$ cat src/rtl/gpu_pkg.sv
// Shared widths and FSM encoding for the line rasteriser.
package gpu_pkg;
    localparam int COORD_W = 8;
    localparam int ERR_W   = 11;

    typedef enum logic [2:0] {
        S_IDLE  = 3'd0,
        S_INIT  = 3'd1,
        S_PLOT  = 3'd2,
        S_DONE  = 3'd3,
        S_REARM = 3'd4
    } state_t;
endpackage

$ cat src/rtl/bresenham_step.sv
// One Bresenham error/step decision; purely combinational, no backpressure.
module bresenham_step
    import gpu_pkg::*;
(
    input  logic signed [ERR_W-1:0]   err_i,
    input  logic        [COORD_W:0]   dx_i,
    input  logic signed [ERR_W-2:0]   dy_i,
    output logic signed [ERR_W-1:0]   err_next_o,
    output logic                      step_x_o,
    output logic                      step_y_o
);
    logic signed [ERR_W:0] e2;
    logic signed [ERR_W:0] dx_ext;
    logic signed [ERR_W:0] dy_ext;

    always_comb begin
        e2     = {err_i, 1'b0};
        dx_ext = {3'b000, dx_i};
        dy_ext = {{2{dy_i[ERR_W-2]}}, dy_i};
        step_x_o = (e2 >= dy_ext);
        step_y_o = (e2 <= dx_ext);
        err_next_o = err_i;
        if (step_x_o) err_next_o = err_next_o + {dy_i[ERR_W-2], dy_i};
        if (step_y_o) err_next_o = err_next_o + {2'b00, dx_i};
    end
endmodule

$ cat src/rtl/bresenham_line_drawer.sv
// Line rasteriser: first pixel write 2 cycles after draw_en is taken, one pixel per cycle after that.
// mem_ready low holds the current pixel and error term; draw_en must drop before another line is accepted.
module bresenham_line_drawer
    import gpu_pkg::*;
(
    input  logic               clk,
    input  logic               rst,
    input  logic               draw_en,
    input  logic [COORD_W-1:0] x0,
    input  logic [COORD_W-1:0] y0,
    input  logic [COORD_W-1:0] x1,
    input  logic [COORD_W-1:0] y1,
    input  logic               mem_ready,
    output logic [COORD_W-1:0] pixel_x,
    output logic [COORD_W-1:0] pixel_y,
    output logic               pixel_we,
    output logic               draw_done,
    output logic               busy
);
    state_t                    state_q, state_d;
    logic [COORD_W-1:0]        x0_q, y0_q, x1_q, y1_q;
    logic [COORD_W-1:0]        cur_x_q, cur_y_q;
    logic [COORD_W:0]          dx_q;
    logic signed [ERR_W-2:0]   dy_q;
    logic signed [ERR_W-1:0]   err_q, err_step;
    logic                      sx_neg_q, sy_neg_q;
    logic                      step_x, step_y, at_end;
    logic [COORD_W-1:0]        abs_dx, abs_dy;

    assign abs_dx = (x1_q >= x0_q) ? (x1_q - x0_q) : (x0_q - x1_q);
    assign abs_dy = (y1_q >= y0_q) ? (y1_q - y0_q) : (y0_q - y1_q);
    assign at_end = (cur_x_q == x1_q) && (cur_y_q == y1_q);

    bresenham_step u_step (
        .err_i      (err_q),
        .dx_i       (dx_q),
        .dy_i       (dy_q),
        .err_next_o (err_step),
        .step_x_o   (step_x),
        .step_y_o   (step_y)
    );

    always_comb begin
        state_d = state_q;
        case (state_q)
            S_IDLE:  if (draw_en) state_d = S_INIT;
            S_INIT:  state_d = S_PLOT;
            S_PLOT:  if (mem_ready && at_end) state_d = S_DONE;
            S_DONE:  state_d = S_REARM;
            S_REARM: if (!draw_en) state_d = S_IDLE;
            default: state_d = S_IDLE;
        endcase
    end

    always_ff @(posedge clk or posedge rst) begin
        if (rst) begin
            state_q  <= S_IDLE;
            x0_q     <= '0;
            y0_q     <= '0;
            x1_q     <= '0;
            y1_q     <= '0;
            cur_x_q  <= '0;
            cur_y_q  <= '0;
            dx_q     <= '0;
            dy_q     <= '0;
            err_q    <= '0;
            sx_neg_q <= 1'b0;
            sy_neg_q <= 1'b0;
        end else begin
            state_q <= state_d;
            case (state_q)
                S_IDLE: if (draw_en) begin
                    x0_q <= x0;
                    y0_q <= y0;
                    x1_q <= x1;
                    y1_q <= y1;
                end
                S_INIT: begin
                    dx_q     <= {1'b0, abs_dx};
                    dy_q     <= -$signed({2'b00, abs_dy});
                    err_q    <= $signed({3'b000, abs_dx}) - $signed({3'b000, abs_dy});
                    sx_neg_q <= (x1_q < x0_q);
                    sy_neg_q <= (y1_q < y0_q);
                    cur_x_q  <= x0_q;
                    cur_y_q  <= y0_q;
                end
                // A stalled write keeps cur and err frozen; stepping stops at the endpoint so nothing wraps.
                S_PLOT: if (mem_ready && !at_end) begin
                    err_q <= err_step;
                    if (step_x) cur_x_q <= sx_neg_q ? cur_x_q - COORD_W'(1) : cur_x_q + COORD_W'(1);
                    if (step_y) cur_y_q <= sy_neg_q ? cur_y_q - COORD_W'(1) : cur_y_q + COORD_W'(1);
                end
                default: ;
            endcase
        end
    end

    assign pixel_we  = (state_q == S_PLOT);
    assign pixel_x   = pixel_we ? cur_x_q : '0;
    assign pixel_y   = pixel_we ? cur_y_q : '0;
    assign draw_done = (state_q == S_DONE);
    assign busy      = (state_q != S_IDLE);
endmodule

$ cat config.mk
export PLATFORM = sky130hd
export DESIGN_NAME = bresenham_line_drawer
export DESIGN_NICKNAME = d
export VERILOG_FILES = /design/src/rtl/gpu_pkg.sv /design/src/rtl/bresenham_step.sv /design/src/rtl/bresenham_line_drawer.sv
export SDC_FILE = /design/constraint.sdc
export NUM_CORES = 1
export LEC_CHECK = 0
export CAP_MARGIN = 25
export CORE_ASPECT_RATIO = 1.5
export CORE_MARGIN = 10
export CORE_UTILIZATION = 25
export CTS_CLUSTER_SIZE = 14
export DETAILED_ROUTE_END_ITERATION = 8
export SLEW_MARGIN = 10
export SYNTH_ARGS = -nofsm -noshare
export SYNTH_HDL_FRONTEND = slang
export SYNTH_HIERARCHICAL = 1
export SYNTH_SLANG_ARGS = --single-unit
export TNS_END_PERCENT = 30
$ cat constraint.sdc
create_clock -name clk -period 5.5 [get_ports clk]
set_input_delay 0.825 -clock clk [delete_from_list [all_inputs] [get_ports clk]]
set_output_delay 0.825 -clock clk [all_outputs]
set_load 0.01 [all_outputs]
==> PnR_summary.wiki <==
{| class="wikitable"
! Metric !! Value
|-
| Overall die area || 36,970 um^2
|-
| Count of flip-flops with a built-in enable after synthesis || 0
|-
| Max-cap viol count || 0
|-
| Min Clock Period, post-route || 4360 ps
|-
| Initial antenna violation count || 0
|-
| Clock Skew || 13.81 ps
|-
| Crit start category || flop
|-
| CTS tree || done
|-
| Clock-pin slew of the registers on the worst-case setup and hold paths || 70 ps
|-
| Leading cell types in the layout, fill and taps excluded || sky130_fd_sc_hd__nand2_1, sky130_fd_sc_hd__ha_1, sky130_fd_sc_hd__dfrtp_1
|-
| Mean area per synthesized cell || 8.491 um^2
|-
| Finish-stage setup viols || 0
|-
| Chip Width || 160.4 um
|-
| Wire length of the first global-routing pass || 34.95 mm
|-
| Total CTS buffers || 9
|-
| Core Rows || 77
|-
| Cell family with most CP delay || compound AO/OA/AOI/OAI gates
|-
| Cts repair resizes || 0
|-
| Growth of design area from synthesis to finish || 18.11%
|-
| Total detailed-routing wirelength || 21.61 mm
|-
| Chain of cells forming the critical path || ha_1 > nand3_1 > a211o_1 > a41oi_2 > buf_4 > mux2_2 > ha_1 > fa_1 > a21oi_1 > o211ai_1 > o31a_1 > or2_2 > and4_1 > o31ai_1 > nand2_1 > a21oi_1
|-
| Fin. Hold Viols || 0
|-
| Detail-routed net length per standard cell || 16.38 um
|-
| Warning count from the yosys run || 6
|-
| Largest fanout on the critical path || 14
|-
| Most frequent standard cell in the layout excluding fill and tap cells || sky130_fd_sc_hd__nand2_1
|-
| Total Routing Usage GR || 11.79%
|-
| Total Nets Final || 1,053
|-
| Cell count after synthesis || 870
|-
| HPWL after detailed placement || 17.22 mm
|-
| Max clock buf depth || 2
|-
| CTS H-tree lvls || 3
|-
| Worst path required time || 5790 ps
|-
| Insertion delay to the later sink of the worst-skew pair || 370 ps
|-
| Number of DRC violations after detailed routing || 0
|-
| Transition time of the tightest slew-check pin || 1015 ps
|-
| Length of the first detailed-routing pass in iterations || 5
|-
| Cts hold-fix bufs || 0
|-
| Pin count of the biggest net entering global routing || 63
|-
| Diodes inserted || 0
|-
| Unrepaired setup endpoints after global routing || false
|-
| Worst setup EP type || flop
|-
| Arrival time reported for the critical path endpoint || 4650 ps
|-
| Crit path largest cell delay || 470 ps
|-
| Number of clock sinks || 82
|-
| Vias per std cell || 4.874
|-
| WS Path Type || reg2reg
|-
| Area of the core region || 29,290 um^2
|-
| Number of global-route vias before repair || 6,733
|-
| Drt initial violations || 289
|-
| Vias || 6,429
|-
| Max-slew violations || 0
|-
| Result of the run || finished, final reports clean
|-
| Fill cell total of the finished layout || 3,148
|-
| Initial core utilization || 25.22%
|-
| Main flop type after synthesis || sky130_fd_sc_hd__dfrtp_1
|-
| Buffers on Ports || 54
|-
| Remaining Overflow, GRT || 0
|-
| Buffers and inverters on the worst path || 1
|-
| Number of routed nets with antenna violations || 0
|-
| Relative slew slack || 32.11%
|-
| Gpl congestion || 0.8850
|-
| Post-synthesis sequential area ratio || 27.78%
|-
| Period utilization || 79.26%
|-
| Synth Register Bits || 82
|-
| Root Driver || sky130_fd_sc_hd__clkbuf_16
|-
| Hold/Removal Path Class || reg2reg
|-
| Standard cell with the maximum stage delay on the critical path || sky130_fd_sc_hd__dfrtp_1
|-
| DIE HEIGHT || 230.5 um
|-
| Fraction of final layout cells with drive strength greater than 1 || 7.468%
|-
| Total setup buffers inserted after CTS || 0
|-
| Maximum achievable frequency || 229.4 MHz
|-
| Number of library cell types mapped by synthesis || 71
|-
| Ports || 55
|-
| Netlist area before placement || 7387 um^2
|-
| Proportion of synthesized flip-flops having asynchronous set or reset || 100.0%
|-
| Setup TNS || 0 ps
|}
[final cells by class]
| class | count | area (um^2) | share of cell area [%] |
|---|---|---|---|
| multi-input combinational | 683 | 4942 | 56.65 |
| sequential | 82 | 2052 | 23.52 |
| timing repair buffer | 62 | 600.6 | 6.884 |
| tap | 395 | 494.2 | 5.665 |
| inverter | 81 | 305.3 | 3.499 |
| clock buffer | 12 | 256.5 | 2.940 |
| clock inverter | 4 | 73.82 | 0.8461 |
[worst register-to-register path, delay by kind of cell (launching register included)]
kind | cells | cell delay (ps)
DFF | 1 | 470
AOI/OAI and AO/OA | 7 | 1440
muxes | 1 | 380
adders and majority gates | 3 | 1030
buffers and inverters | 1 | 250
and+or+nand+nor | 4 | 710
[state kept, by name, indices dropped and copies added, names as in the netlist]
| name | count |
|---|---|
| cur_x_q | 8 |
| dy_q | 10 |
| x1_q | 8 |
| sy_neg_q | 1 |
| state_q | 3 |
| err_q | 11 |
| dx_q | 8 |
| y1_q | 8 |
| x0_q | 8 |
| y0_q | 8 |
| sx_neg_q | 1 |
| cur_y_q | 8 |
[per-stage QoR]
| stage | instance area [um^2] | setup WS, ps | std cells | hold slack (ps) | util [%] |
|---|---|---|---|---|---|
| finish | 8725 | 1140 | 1319 | 503.7 | 29.79 |
| global route | 8725 | 852.9 | 1319 | 540.3 | 29.79 |
| CTS | 8717 | 1166 | 1318 | 514.6 | 29.76 |
| detailed placement | 8387 | 1188 | 1302 | 500.1 | 28.64 |
| global placement | 8387 | 1254 | 1302 | 491.3 | 28.64 |
| floorplan | 7391 | 1597 | 871 | 464.9 | - |
[cell usage after synthesis (8+ instances only)]
| master | number | area, um^2 |
|---|---|---|
| sky130_fd_sc_hd__nand3_1 | 14 | 70.07 |
| sky130_fd_sc_hd__nand2_1 | 92 | 345.3 |
| sky130_fd_sc_hd__o21ai_0 | 70 | 350.3 |
| sky130_fd_sc_hd__mux2i_1 | 11 | 110.1 |
| sky130_fd_sc_hd__inv_1 | 80 | 300.3 |
| sky130_fd_sc_hd__o211ai_1 | 8 | 60.06 |
| sky130_fd_sc_hd__nor3_1 | 13 | 65.06 |
| sky130_fd_sc_hd__and3_1 | 14 | 87.58 |
| sky130_fd_sc_hd__dfrtp_1 | 82 | 2052 |
| sky130_fd_sc_hd__xnor2_1 | 30 | 262.8 |
| sky130_fd_sc_hd__nor4_1 | 9 | 56.30 |
| sky130_fd_sc_hd__a21oi_1 | 65 | 325.3 |
| sky130_fd_sc_hd__nor2_1 | 56 | 210.2 |
| sky130_fd_sc_hd__nor2b_1 | 9 | 56.30 |
| sky130_fd_sc_hd__a31oi_1 | 9 | 56.30 |
| sky130_fd_sc_hd__clkbuf_1 | 23 | 86.33 |
| sky130_fd_sc_hd__xor2_1 | 26 | 227.7 |
| sky130_fd_sc_hd__o21bai_1 | 9 | 67.56 |
| sky130_fd_sc_hd__fa_1 | 8 | 160.2 |
| sky130_fd_sc_hd__a21o_1 | 9 | 67.56 |
| sky130_fd_sc_hd__mux2_2 | 23 | 259.0 |
| sky130_fd_sc_hd__o21a_1 | 9 | 67.56 |
| sky130_fd_sc_hd__ha_1 | 90 | 1126 |
[final timing paths]
check,from,to,slack (ps),cells after the start
setup / recovery,err_q[9]$_DFFE_PP0P_,err_q[10]$_DFFE_PP0P_,1140,16
hold / removal,dy_q[4]$_DFFE_PP0P_,dy_q[4]$_DFFE_PP0P_,500,2
setup reg to reg,err_q[9]$_DFFE_PP0P_,err_q[10]$_DFFE_PP0P_,1140,16
hold reg to reg,dy_q[4]$_DFFE_PP0P_,dy_q[4]$_DFFE_PP0P_,500,2
max in group asynchronous,rst,y0_q[3]$_DFFE_PP0P_,3560,3
min in group asynchronous,rst,x0_q[4]$_DFFE_PP0P_,930,2
[layer usage]
layer	vias to the layer above	part of all wire (%)	track usage [%]
met1	3057	39	12.28
li1	3170	-	-
met2	144	52	21.42
met5	-	0	0
met3	58	3.0	2.013
met4	0	5.7	7.595
[logic make-up after synthesis]
family	synth area share, %
flops	27.78
buf+inv	5.505
simple gates	16.67
compound gates	20.04
xor+xnor	6.860
mux	5.691
other cells	0.05076
fa+ha+maj	17.41
Power is left out: the tool's default activity adds up to more than one toggle a clock period on the data nets, which glitch-free logic cannot reach.
